--- config.mk ---
export PLATFORM = sky130hd
export DESIGN_NAME = fetch_queue
export DESIGN_NICKNAME = d
export VERILOG_FILES = /design/src/rtl/fetch_pkg.sv /design/src/rtl/fetch_fifo.sv /design/src/rtl/fetch_queue.sv
export SDC_FILE = /design/constraint.sdc
export NUM_CORES = 1
export LEC_CHECK = 0
export CORE_MARGIN = 2
export CORE_UTILIZATION = 37
export DETAILED_ROUTE_END_ITERATION = 8
export GPL_ROUTABILITY_DRIVEN = 0
export GPL_TIMING_DRIVEN = 0
export PLACE_DENSITY = 0.68
export SYNTH_ARGS = -nofsm -noshare
export SYNTH_HDL_FRONTEND = slang
export SYNTH_SLANG_ARGS = --single-unit
--- constraint.sdc ---
create_clock -name clk -period 3 [get_ports clk]
set_clock_uncertainty 0.2 [all_clocks]
set_input_delay 0.3 -clock clk [delete_from_list [all_inputs] [get_ports clk]]
set_output_delay 0.3 -clock clk [all_outputs]
set_load 0.005 [all_outputs]
--- src/rtl/fetch_pkg.sv ---
// Shared constants and queue-entry type for the fetch unit.
package fetch_pkg;

  localparam int IW_DEF    = 8;
  localparam int OPW_DEF   = 4;
  localparam int AW_DEF    = 12;
  localparam int DEPTH_DEF = 4;

  // Queue entry at the default widths; the top rebuilds the same layout from its parameters.
  typedef struct packed {
    logic [AW_DEF-1:0] addr;
    logic [IW_DEF-1:0] word;
  } fetch_entry_t;

endpackage

--- src/rtl/fetch_fifo.sv ---
// Show-ahead FIFO with synchronous clear; head is visible on dout while not empty.
module fetch_fifo #(
  parameter int W     = 20,
  parameter int DEPTH = 4
) (
  input  logic                       clk,
  input  logic                       reset,
  input  logic                       clear,
  input  logic                       push,
  input  logic [W-1:0]               din,
  input  logic                       pop,
  output logic [W-1:0]               dout,
  output logic [$clog2(DEPTH+1)-1:0] count,
  output logic                       empty,
  output logic                       full
);

  localparam int PW = $clog2(DEPTH);
  localparam int CW = $clog2(DEPTH+1);

  logic [W-1:0]  mem [DEPTH];
  logic [PW-1:0] wr_ptr, rd_ptr;
  logic          do_push, do_pop;

  assign empty   = (count == '0);
  assign full    = (count == CW'(DEPTH));
  assign do_push = push && !full && !clear;
  assign do_pop  = pop && !empty && !clear;
  assign dout    = empty ? '0 : mem[rd_ptr];

  // NOTE: storage is not reset; stale contents are never visible because dout is masked while empty.
  always_ff @(posedge clk) begin
    if (do_push) mem[wr_ptr] <= din;
  end

  // Pointers wrap naturally because DEPTH is a power of two.
  always_ff @(posedge clk or posedge reset) begin
    if (reset) begin
      wr_ptr <= '0;
      rd_ptr <= '0;
      count  <= '0;
    end else if (clear) begin
      wr_ptr <= '0;
      rd_ptr <= '0;
      count  <= '0;
    end else begin
      if (do_push) wr_ptr <= wr_ptr + 1'b1;
      if (do_pop)  rd_ptr <= rd_ptr + 1'b1;
      if (do_push && !do_pop)      count <= count + 1'b1;
      else if (do_pop && !do_push) count <= count - 1'b1;
    end
  end

endmodule

--- src/rtl/fetch_queue.sv ---
// Instruction fetch unit: drives a synchronous ROM and buffers words in a prefetch queue for decode.
module fetch_queue
  import fetch_pkg::*;
#(
  parameter int IW    = IW_DEF,
  parameter int OPW   = OPW_DEF,
  parameter int AW    = AW_DEF,
  parameter int DEPTH = DEPTH_DEF
) (
  input  logic                       clk,
  input  logic                       reset,
  input  logic                       enable,
  input  logic                       flush,
  input  logic [AW-1:0]              flush_pc,
  output logic                       rom_req,
  output logic [AW-1:0]              rom_addr,
  input  logic [IW-1:0]              rom_data,
  output logic                       out_valid,
  input  logic                       out_ready,
  output logic [OPW-1:0]             instr,
  output logic [IW-OPW-1:0]          oprnd,
  output logic [AW-1:0]              instr_pc,
  output logic [$clog2(DEPTH+1)-1:0] count
);

  localparam int CW = $clog2(DEPTH+1);

  typedef struct packed {
    logic [AW-1:0] addr;
    logic [IW-1:0] word;
  } entry_t;

  logic          [AW-1:0] pc, pend_addr;
  logic                   pend;
  logic          [CW:0]   inflight;
  logic                   fifo_empty, fifo_full, pop;
  entry_t                 push_entry, head;

  // Credit: queued words plus the one in flight must leave room for a new request.
  assign inflight = (CW+1)'(count) + (CW+1)'(pend);
  assign rom_req  = !reset && enable && !flush && !fifo_full && (inflight < (CW+1)'(DEPTH));
  assign rom_addr = pc;

  always_ff @(posedge clk or posedge reset) begin
    if (reset) begin
      pc        <= '0;
      pend      <= 1'b0;
      pend_addr <= '0;
    end else if (flush) begin
      pc   <= flush_pc;
      pend <= 1'b0;
    end else begin
      pend <= rom_req;
      if (rom_req) begin
        pc        <= pc + 1'b1;
        pend_addr <= pc;
      end
    end
  end

  assign push_entry = '{addr: pend_addr, word: rom_data};
  assign out_valid  = !fifo_empty && enable && !flush;
  assign pop        = out_valid && out_ready;

  fetch_fifo #(
    .W     ($bits(entry_t)),
    .DEPTH (DEPTH)
  ) u_fifo (
    .clk   (clk),
    .reset (reset),
    .clear (flush),
    .push  (pend && !flush),
    .din   (push_entry),
    .pop   (pop),
    .dout  (head),
    .count (count),
    .empty (fifo_empty),
    .full  (fifo_full)
  );

  assign instr    = head.word[IW-1 -: OPW];
  assign oprnd    = head.word[IW-OPW-1:0];
  assign instr_pc = head.addr;

endmodule

==> results.yml, run 1 <==
flow_run:
  drv_cap: 0
synthesis:
  ys.flop_type: "edfxtp_1"
  avgSynthCellArea_um2: 15.25
  synth_nets: 344
  syn-cell-area_mm2: 0.004773
  synth-seq-area-share_pct: 67.10
  ys_ff_latch: 112
  synth_cells: 313
  synth_async_sr_flop_share_pct: 28.57
  synth_warnings: 0
  ys_types: 44
  synth-edff-count: 80
sta:
  max_freq_mhz: 349.8
  hold_viol: 0
  fin_crit_sh_pct: 95.29
  finalSetupViolations: 0
  rsz0062_at_grt: "false"
  worstMarginPinSlew_ns: 1.131
  finalCriticalPeriod_ns: 2.859
  slew_headroom_pct: 24.60
  setup-tns-final_ns: 0
  drv_slew: 0
layout:
  multi_input_area_mm2: 0.001441
  mostFrequentLayoutCell: "edfxtp_1"
  insertedDiodeCount: 0
  utilization_pct: 46.76
  final_area_mm2: 0.005901
  nFillCells: 1138
  mostFrequentLayoutCells: "80 x edfxtp_1, 60 x clkdlybuf4s50_1, 39 x nand2_1"
  nets: 418
  regArea_mm2: 0.003203
  drive_gt1_share_pct: 14.54
  area_growth_syn_to_layout_pct: 23.62
worst_setup_path:
  worstPathMaxFanout: 10
  crit_buf_inv: 3
  crit_path_start: "u_fifo.rd_ptr[0]"
  criticalPathCategory: "register to output port"
  crit_path_start_kind: "register"
  path_delay_family: "buffers and inverters"
  worst_path_most_repeated_cell: "buf_2"
  crit_path_end_kind: "output port"
  rr_startpoint: "u_fifo.count[2]"
  crit_path_max_incr_delay_ns: 0.57
  cp_data_required_time_ns: 2.50
  worstPathArrival_ns: 2.36
  path_cells: "buf_2 > buf_2 > mux4_2 > and2_1 > clkdlybuf4s50_1"
  cpMaxStageDelayCell: "mux4_2"
power_and_ir_drop:
  clkPwrFrac_pct: 32.3
  switchingPower_mw: 0.7753
  p_int_mw: 2.553
  p_per_area_mw_per_mm2: 564.0
  seq_power_share_pct: 55.4
  p_sw_share_pct: 23.29
  p_comb_share_pct: 12.3
  power_mw: 3.328
  ir_worst_vdd_v: 0.0003052
  p_leak_nw: 2.112
grt:
  grt_pass1_wl_um: 15410
  grt_max_degree: 33
  first_global_vias: 2986
  track_usage_pct: 14.40
  gr-total-overflow: 0
  antenna_found_initial: 0
clock_tree:
  path_clk_slew_ns: 0.07
  cts_num_sinks: 112
  numCtsBuffers: 9
  cts_root_buffer: "clkbuf_16"
  hold_buffers: 0
  cts_tree: "yes"
  clock_path_buffers: 2
  cts_max_level: 3
  clkLatencyLatePin_ns: 0.34
die:
  chipHeight_um: 117.6
  start_util_pct: 37.82
  core-area_mm2: 0.01262
  dieWidth_um: 117.6
  dieArea_mm2: 0.01383
  num_rows: 41
  pin_count: 62
route:
  wl_um: 9272
  dr.pass1.iters: 4
  dr.first_iter.drc_count: 227
  drt-vias-per-instance: 4.920
  drc_errors: 0
  ant_nets: 0
  routedWlPerCell_um: 16.44
  via_count: 2775
placed_design:
  detailed_place_hpwl_um: 6140
  dpl-instance-area_mm2: 0.005589
  io_buffers: 60
outcome:
  status: "complete, no violations"
min_path:
  hold_class: "input port to asynchronous set/reset pin"
[repair_timing]
item	CTS	global route
gates resized for setup	0	2
buffers inserted	0	2
setup endpoints to repair	0	3
[cells in the mapped netlist (all sizes together) (6+ instances only)]
| master | count | area share (%) |
|---|---|---|
| a221o | 7 | 1.5 |
| and2 | 26 | 3.4 |
| buf | 10 | 1.6 |
| clkbuf | 6 | 0.47 |
| dfrtp | 32 | 17 |
| edfxtp | 80 | 50 |
| inv | 10 | 0.79 |
| mux4 | 20 | 9.4 |
| nand2 | 40 | 3.2 |
| nand3 | 8 | 0.84 |
| nor2 | 13 | 1.0 |
| o21ai | 6 | 0.63 |
[registers in the layout (all words and copies together), names as in the netlist]
name           cells
u_fifo.wr_ptr      2
pend_addr         12
pend               1
u_fifo.mem        80
u_fifo.rd_ptr      2
rom_addr          12
u_fifo.count       3
[path summary, 6_finish.rpt]
path | to | slack (ns) | cells after the start
worst min register to register | u_fifo.mem[3][17] | 0.32 | 0
max in group asynchronous | u_fifo.wr_ptr[0] | 2.12 | 3
worst max-delay path | instr_pc[8] | 0.14 | 5
worst min-delay path | rom_addr[9] | 0.07 | 2
worst max register to register | u_fifo.count[2] | 0.32 | 8
min in group clk | u_fifo.count[2] | 0.12 | 3
[power groups by stage]
stage               Sequential [mW]  Combinational, mW  Clock, mW
global route                   1.86              0.453       1.18
global placement               1.87              0.403          0
detailed placement             1.88              0.409          0
floorplan                      1.85              0.209          0
CTS                            1.84              0.412       1.11
finish                         1.84              0.411       1.07
[metrics by stage]
step / setup WS (ns) / hold WS [ns] / instances
floorplan: 0.4634 / 0.1989 / 313
global placement: 0.1035 / 0.2872 / 545
detailed placement: 0.08578 / 0.3091 / 545
CTS: 0.05267 / 0.1118 / 561
global route: 0.007275 / 0.08673 / 564
finish: 0.1413 / 0.06827 / 564
[worst reg2reg max path, stage by stage (launching register included)]
cell and delay, ns:
dfrtp_1 0.48, inv_1 0.14, o31ai_4 0.31, nor2_1 0.14
and2_1 0.19, fa_1 0.39, and4_4 0.18, mux2i_1 0.18
mux2_2 0.35
[kinds of logic after synthesis]
logic type	share of synthesized area (%)
fa+ha+maj	1.730
mux	10.51
simple gates	11.61
xor+xnor	0.7341
compound gates	5.426
buf+inv	2.883
flops	67.10
[cell type report]
class | instances | share of cell area, %
buffer | 16 | 1.739
sequential | 112 | 54.28
clock buffer | 10 | 3.880
clock inverter | 6 | 0.6149
inverter | 10 | 0.6361
tap | 172 | 3.647
multi-input combinational | 175 | 24.43
timing repair buffer | 63 | 10.77
[metal layers]
metal	up-vias	global-route usage (%)	share of wire [%]
met4	0	6.250	1.9
met3	11	2.665	3.9
met5	-	0	0
met1	1381	19.49	46
met2	65	22.88	48
li1	1318	-	-
(Power assumes the default switching activity.)
==> run 2: changes to the inputs <==
- CELL_PAD_IN_SITES_DETAIL_PLACEMENT: not set -> 2
- CELL_PAD_IN_SITES_GLOBAL_PLACEMENT: not set -> 2
- CORE_UTILIZATION: 37 -> 35
- PLACE_DENSITY: 0.68 -> 0.86
- SLEW_MARGIN: not set -> 20
- clock period: 3 -> 2.3 ns (I/O delays scaled with it)
==> results.yml, run 2 (same netlist as run 1, synthesis figures left out) <==
outcome:
  status: "finished with violations"
  violations: "negative setup slack"
worst_setup_path:
  cp-endpoint: "u_fifo.count[2]"
  crit_path_start: "u_fifo.count[0]"
  cp_data_required_time_ns: 2.34
  criticalPathCategory: "register to register"
  r2r_slack_ns: -0.07
  worstPathMaxFanout: 5
  worstRegToRegCells: 8
  crit_path_start_kind: "register"
  crit_path_end_kind: "register"
  rr_startpoint: "u_fifo.count[0]"
  worstPathArrival_ns: 2.41
  rr_endpoint: "u_fifo.count[2]"
sta:
  fin_crit_sh_pct: 102.9
  finalCriticalPeriod_ns: 2.366
  rsz0062_at_grt: "true"
  fin_hold_ws_ns: 0.06497
  slew_headroom_pct: 52.30
  worst_slack_ns: -0.06646
  max_freq_mhz: 422.6
  hold_viol: 0
  drv_slew: 0
  worstMarginPinSlew_ns: 0.7145
  finalSetupViolations: 9
layout:
  drive_gt1_share_pct: 35.70
  insertedDiodeCount: 0
  nFillCells: 1273
  mostFrequentLayoutCell: "edfxtp_1"
  largest_reg_flops: 80
  mostFrequentLayoutCells: "80 x edfxtp_1, 39 x nand2_1, 38 x clkdlybuf4s50_1"
  area_growth_syn_to_layout_pct: 34.99
  regMostFlops: "u_fifo.mem"
  final_cell_count_no_fill: 599
  nets: 449
  utilization_pct: 48.47
clock_tree:
  cts_tree: "yes"
  cts_max_level: 3
  clkLatencyLatePin_ns: 0.35
  numCtsBuffers: 9
  clock_path_buffers: 2
  cts_num_sinks: 112
  cts_root_buffer: "clkbuf_16"
  path_clk_slew_ns: 0.07
grt:
  grt_max_degree: 33
  track_usage_pct: 18.94
  antenna_found_initial: 0
  first_global_vias: 3436
  gr-total-overflow: 0
  grt_pass1_wl_um: 20220
route:
  dr.first_iter.drc_count: 146
  drt-vias-per-instance: 5.139
  dr.pass1.iters: 4
  drc_errors: 0
  ant_nets: 0
  wl_um: 13030
  via_count: 3078
  routedWlPerCell_um: 21.75
min_path:
  hold_class: "input port to register"
die:
  core-area_mm2: 0.01330
  chipHeight_um: 120.8
  start_util_pct: 35.90
  dieWidth_um: 120.8
  dieArea_mm2: 0.01459
  num_rows: 42
  pin_count: 62
power_and_ir_drop:
  switchingPower_mw: 1.187
  p_int_mw: 3.764
  power_mw: 4.950
  p_sw_share_pct: 23.97
  ir_worst_vdd_v: 0.0004452
  clkPwrFrac_pct: 36.1
  p_per_area_mw_per_mm2: 768.3
  p_comb_share_pct: 15.1
  seq_power_share_pct: 48.8
  p_leak_nw: 2.442
flow_run:
  drv_cap: 0
placed_design:
  detailed_place_hpwl_um: 8190
  io_buffers: 60
  dp_cells: 549
[run 2: critical path, stage by stage, from the launching register on]
cell,delay (ns)
dfrtp_1,0.40
buf_6,0.14
o31ai_4,0.31
nor2_4,0.09
and2_4,0.15
fa_2,0.34
and4_4,0.16
mux2i_4,0.14
mux2_4,0.31
[run 2: repair_timing]
| action | in CTS | in global routing |
|---|---|---|
| cloned | 1 | 0 |
| hold buffers | 0 | 0 |
| endpoints found under the setup margin | 104 | 18 |
| pin swaps | 25 | 8 |
| endpoints found under the hold margin | 0 | 0 |
| setup buffers | 26 | 11 |
| resized for setup | 142 | 19 |
[run 2: metrics by stage]
step	setup slack (ns)	instance area, um^2	TNS [ns]
after floorplan	-0.03027	4791	-0.03027
after global placement	-0.5108	5612	-3.509
after detailed placement	-0.5903	5612	-15.99
after CTS	-0.08278	6354	-0.4890
after global routing	-0.1169	6444	-0.9381
final	-0.06646	6444	-0.4102
[run 2: layout make-up]
type                            count  area (um^2)  area share, %
Sequential cell                   112         3207          49.77
Multi-Input combinational cell    175         1562          24.23
Timing Repair Buffer               96        897.1          13.92
Clock buffer                       10        250.2          3.883
Tap cell                          176        220.2          3.417
Buffer                             14        175.2          2.718
Clock inverter                      6        95.09          1.476
Inverter                           10        37.54         0.5825
[run 2: worst min path at each step]
stage / start / end / slack [ns] / cells past startpoint
after floorplan: rom_data[0] / u_fifo.mem[0][0] / 0.13 / 0
after global placement: pend_addr[8] / u_fifo.mem[2][16] / 0.29 / 0
after detailed placement: pend_addr[9] / u_fifo.mem[0][17] / 0.31 / 0
after CTS: flush / u_fifo.count[2] / 0.05 / 3
after global routing: flush / u_fifo.count[2] / 0.12 / 3
final: flush / u_fifo.count[2] / 0.06 / 3
[run 2: power groups by stage]
stage                     Sequential (mW)  Clock [mW]  Combinational [mW]
after global routing                 2.44        1.88               0.809
after CTS                            2.42        1.81               0.719
after global placement               2.44           0               0.532
final                                2.42        1.79               0.745
after detailed placement             2.46           0               0.562
after floorplan                      2.41           0               0.275
[run 2: per-layer routing]
layer  share of wire (%)  global-route usage (%)
met1                  41                   22.89
met2                  55                   34.64
met3                 2.9                   3.349
met5                   0                       0
met4                 1.2                   5.233
